$ cat src/rtl/alu_issue_ctrl.sv
// ---------------------------------------------------------------------------
// alu_issue_ctrl
//
// Registered issue/capture stage wrapped around a purely combinational ALU.
// A request is accepted over a valid/ready handshake. Its operands and function
// select are then held stable on the ALU inputs for one execute cycle. The
// ALU result is captured into a result register and offered downstream over
// valid/ready. The block also keeps an accumulator for chained operations, a
// sticky overflow flag and a completed-operation counter.
//
// Ports
//   clk          rising-edge clock
//   rst          synchronous, active-high reset
//   in_valid     request valid
//   in_ready     block can accept a request this cycle
//   in_a, in_b   operands (WIDTH)
//   in_sel       ALU function select, passed through unchanged (3)
//   in_acc       1 = use accumulator as operand A instead of in_a
//   alu_a/alu_b  registered operands driven to the ALU (WIDTH)
//   alu_sel      registered function select driven to the ALU (3)
//   alu_r        ALU result (WIDTH)
//   alu_over     ALU overflow
//   out_valid    captured result valid
//   out_ready    downstream accepts the result
//   out_r        captured result (WIDTH)
//   out_over     captured overflow for this result
//   acc          accumulator (last captured result)
//   sticky_over  set by any captured overflow, held until cleared
//   clr_sticky   clears sticky_over (a coincident overflow capture wins)
//   op_count     number of captured results, modulo 2^CNTW
// ---------------------------------------------------------------------------
module alu_issue_ctrl #(
    parameter int WIDTH = 4,
    parameter int CNTW  = 8
) (
    input  logic             clk,
    input  logic             rst,
    input  logic             in_valid,
    output logic             in_ready,
    input  logic [WIDTH-1:0] in_a,
    input  logic [WIDTH-1:0] in_b,
    input  logic [2:0]       in_sel,
    input  logic             in_acc,
    output logic [WIDTH-1:0] alu_a,
    output logic [WIDTH-1:0] alu_b,
    output logic [2:0]       alu_sel,
    input  logic [WIDTH-1:0] alu_r,
    input  logic             alu_over,
    output logic             out_valid,
    input  logic             out_ready,
    output logic [WIDTH-1:0] out_r,
    output logic             out_over,
    output logic [WIDTH-1:0] acc,
    output logic             sticky_over,
    input  logic             clr_sticky,
    output logic [CNTW-1:0]  op_count
);

    typedef enum logic [1:0] {
        IDLE = 2'd0,
        EXEC = 2'd1,
        HOLD = 2'd2
    } state_t;

    state_t state_reg;
    state_t state_next;

    logic [WIDTH-1:0] alu_a_reg;
    logic [WIDTH-1:0] alu_b_reg;
    logic [2:0]       alu_sel_reg;
    logic [WIDTH-1:0] out_r_reg;
    logic             out_over_reg;
    logic [WIDTH-1:0] acc_reg;
    logic             sticky_over_reg;
    logic [CNTW-1:0]  op_count_reg;

    logic accept;
    logic capture;

    // ------------------------------------------------------------------
    // State register
    // ------------------------------------------------------------------
    always_ff @(posedge clk) begin
        if (rst) begin
            state_reg <= IDLE;
        end else begin
            state_reg <= state_next;
        end
    end

    // ------------------------------------------------------------------
    // Next-state logic
    // ------------------------------------------------------------------
    always_comb begin
        state_next = state_reg;
        case (state_reg)
            IDLE: begin
                if (in_valid) begin
                    state_next = EXEC;
                end
            end
            EXEC: begin
                // The ALU is combinational, so one cycle is always enough.
                state_next = HOLD;
            end
            HOLD: begin
                // Retiring and accepting on the same edge keeps the
                // pipeline at one operation every two cycles.
                if (out_ready) begin
                    state_next = in_valid ? EXEC : IDLE;
                end
            end
            default: begin
                state_next = IDLE;
            end
        endcase
    end

    // ------------------------------------------------------------------
    // Output / handshake decode
    // ------------------------------------------------------------------
    always_comb begin
        in_ready  = 1'b0;
        out_valid = 1'b0;
        case (state_reg)
            IDLE: begin
                in_ready = 1'b1;
            end
            EXEC: begin
                in_ready = 1'b0;
            end
            HOLD: begin
                out_valid = 1'b1;
                // A new request may enter only as the held result leaves.
                in_ready  = out_ready;
            end
            default: begin
                in_ready  = 1'b0;
                out_valid = 1'b0;
            end
        endcase
    end

    assign accept  = in_valid && in_ready;
    assign capture = (state_reg == EXEC);

    // ------------------------------------------------------------------
    // Operand, result, accumulator, sticky flag and counter registers
    // ------------------------------------------------------------------
    always_ff @(posedge clk) begin
        if (rst) begin
            alu_a_reg       <= '0;
            alu_b_reg       <= '0;
            alu_sel_reg     <= '0;
            out_r_reg       <= '0;
            out_over_reg    <= 1'b0;
            acc_reg         <= '0;
            sticky_over_reg <= 1'b0;
            op_count_reg    <= '0;
        end else begin
            // Operands change only on accept so the ALU inputs stay stable
            // through EXEC and HOLD. On a HOLD retire/accept edge acc_reg
            // already holds the retiring result, so chaining picks it up.
            if (accept) begin
                alu_a_reg   <= in_acc ? acc_reg : in_a;
                alu_b_reg   <= in_b;
                alu_sel_reg <= in_sel;
            end

            if (capture) begin
                out_r_reg    <= alu_r;
                out_over_reg <= alu_over;
                acc_reg      <= alu_r;
                op_count_reg <= op_count_reg + CNTW'(1);
            end

            // A coincident overflow capture takes priority over a clear.
            if (capture && alu_over) begin
                sticky_over_reg <= 1'b1;
            end else if (clr_sticky) begin
                sticky_over_reg <= 1'b0;
            end
        end
    end

    assign alu_a       = alu_a_reg;
    assign alu_b       = alu_b_reg;
    assign alu_sel     = alu_sel_reg;
    assign out_r       = out_r_reg;
    assign out_over    = out_over_reg;
    assign acc         = acc_reg;
    assign sticky_over = sticky_over_reg;
    assign op_count    = op_count_reg;

endmodule

$ cat config.mk
export PLATFORM = sky130hd
export DESIGN_NAME = alu_issue_ctrl
export DESIGN_NICKNAME = d
export VERILOG_FILES = /design/src/rtl/alu_issue_ctrl.sv
export SDC_FILE = /design/constraint.sdc
export NUM_CORES = 1
export LEC_CHECK = 0
export BUFFER_PORTS_ARGS = -buffer_cell sky130_fd_sc_hd__buf_2
export CAP_MARGIN = 40
export CORE_MARGIN = 1
export CORE_UTILIZATION = 41
export CTS_CLUSTER_DIAMETER = 80
export DETAILED_ROUTE_END_ITERATION = 6
export HOLD_SLACK_MARGIN = 0.15
export PLACE_DENSITY = 0.75
export SYNTH_ARGS = -nofsm -noshare
export SYNTH_HDL_FRONTEND = slang
export SYNTH_SLANG_ARGS = --single-unit
$ cat constraint.sdc
create_clock -name clk -period 1.3 [get_ports clk]
set_input_delay 0.195 -clock clk [delete_from_list [all_inputs] [get_ports clk]]
set_output_delay 0.195 -clock clk [all_outputs]
set_load 0.005 [all_outputs]
==> metrics.txt <==
CTS tree=built; layout cell share with drive strength beyond 1=0.392; max layer used=met4; site row count=19; critical path required time=1110 ps; Commonest cells post-synth=27 x dfxtp_1, 19 x a21oi_1, 13 x nand2_1; Seq/Total Area, Yosys=0.455; GRT Overall Usage=0.196; die height=55.8 um; gpl congestion=0.773; Core Area=between 2000 and 3000 um^2; Max-slew headroom=0.724; setup ws final=-18.4 ps; Tmin final=1320 ps; routed len/inst=13.0 um; WHS Path Cells=3; final setup fails=1; asr flop ratio synth=0; vias in the first global route=1,139; final WL=2.98 mm; met3 wire length=116 um; die area=3120 um^2; cell depth of the worst flop-to-flop path=4; P&R area growth vs syn=42.2%; Lkg Pwr=0.758 nW; critical setup path kind=reg -> out; syn nets=158; Final Hold Viols=0; dpl cell area=1460 um^2; leading area contributor after synthesis=dfxtp_1; Synth Area per Inst=between 8 and 9 um^2; initial antenna violation count=0; post-DP HPWL=2.11 mm; CP arrival=1120 ps; crit share post-route=1.01; HP Start=out_ready; r2r startpoint=state_reg[0]; startpoint class of the critical path=flip-flop; Worst Hold Class=in -> reg; CP Capture Type=output pin; met2 WL post-DR=about 1.5 mm; Reg area=553 um^2; RSZ-0062 raised after global routing=yes; register bit total from synthesis=27; count of buffers from port buffering=between 50 and 60; most area-consuming cells after synthesis=dfxtp_1 45%, a21oi_1 8.0%, o31ai_1 5.7%; DRC=0; crit path from=state_reg[0]; CTS Sinks=27; Clock Root Buffer=clkbuf_4; multi-input logic area=581 um^2; CTS H-Tree Depth=1; Distinct cells, synth=30; Max-cap violations=0; Antenna Nets Post-Route=0; Via Count=1,204; most common cell in the netlist=dfxtp_1; clock-pin slew on the worst setup and hold paths=140 ps; I/O pins=53; antenna diode instance count=0; Yosys top cell area share=0.455; placed insts=209; Final Skew=6.20 ps; Initial Utilization=0.431; Post-synth EDFFs=0; Worst-Skew Late Latency=310 ps; maximum VDD drop=0.000540 V; status=finished, violations left; 1st-pass router iterations=4; largest net degree at the start of global routing=21; drt initial violations=50; max reg flops=8; Peak Freq=759 MHz; fillers=254; Worst-Margin Slew=between 400 and 500 ps; Inserted Clock Buffers=3; GRT overflow=0; Crit Path Max Fanout=4; clock buffer depth=2; post-route cell area=1690 um^2; Mapped Area=1190 um^2; failing checks=negative setup slack; yosys synthesis warning count=0; Final Instance Count excl. Fillers=230; Die X=55.8 um; Post-Syn Instances=135; Top FF cell, synth=dfxtp_1; met1 WL=1.31 mm; DR vias/cell=about 5.2; fin nets=about 220; Final Max Slew Viols=0; first-pass GRT wire length=4.95 mm; Power per Cell Area=906 nW/um^2; utilization after layout=0.613
## where the power goes
| group | switching (mW) | internal, mW |
|---|---|---|
| clock | 0.235 | 0.120 |
| sequential | 0.0269 | 0.866 |
| combinational | 0.131 | 0.152 |
## metrics by stage
step / setup TNS (ps) / setup slack (ps) / power, mW / hold WS, ps
floorplan: 0 / 86.8 / 1.05 / 331
global placement: 0 / 85.7 / 1.13 / 441
detailed placement: 0 / 20.5 / 1.14 / 440
CTS: -32.1 / -32.1 / 1.53 / 184
global route: -233 / -61.5 / 1.60 / 208
finish: -18.4 / -18.4 / 1.53 / 191
## final cells by class
| type | instances | area share |
|---|---|---|
| inverter | 3 | 0.00666 |
| sequential | 27 | 0.327 |
| multi-input combinational | 89 | 0.343 |
| clock buffer | 4 | 0.0155 |
| timing repair buffer | 76 | 0.284 |
| tap | 31 | 0.0229 |
## worst paths after layout
check / endpoint / slack [ps]
min: state_reg[1] / 190
max: out_valid / -20
max reg2reg: op_count[5] / 0
min reg2reg: out_over / 470
## placed cells by master, fill, tap and decap left out, types with 2 or more instances in the layout
cell type,netlist,layout
buf_2,4,52
xnor2_1,2,2
a31oi_1,4,4
or3_1,2,2
buf_4,5,10
inv_1,2,2
a21oi_1,19,18
nor2_1,4,3
dlygate4sd3_1,0,13
mux2i_1,4,4
nand2b_1,3,3
a311oi_1,4,4
o31ai_1,9,9
nand4_1,9,9
nand3_1,2,2
dfxtp_1,27,23
dfxtp_4,0,3
clkbuf_4,0,3
nand2_1,13,13
## critical path, stage by stage, from the launching register on
cell,delay (ps)
dfxtp_4,380
buf_8,120
and2b_1,200
buf_2,110
## layer usage
layer	vias up	GRT usage
li1	613	-
met1	553	0.229
met2	33	0.368
met3	5	0.0256
met4	0	0.0592
met5	-	0
## logic make-up (layout without fill, tap and decap cells)
| kind of cell | Yosys count | in the layout | synth area share |
|---|---|---|---|
| flip-flops | 27 | 27 | 0.455 |
| adder cells (fa/ha/maj) | 1 | 1 | 0.0105 |
| multiplexers | 5 | 5 | 0.0432 |
| AO/OA/AOI/OAI | 38 | 38 | 0.196 |
| AND/OR/NAND/NOR | 43 | 43 | 0.201 |
| buffers and inverters | 19 | 83 | 0.0800 |
| XOR/XNOR | 2 | 2 | 0.0147 |
## what timing repair did
action                                  in CTS  in global routing
gates cloned                                 0                  0
pin swaps                                    2                  0
endpoints found under the setup margin       3                  8
hold buffers                                13                  0
hold endpoints to repair                    13                  0
gates resized for setup                     10                  7
setup buffers                                2                  2
Power figures use the tool's default switching activity.
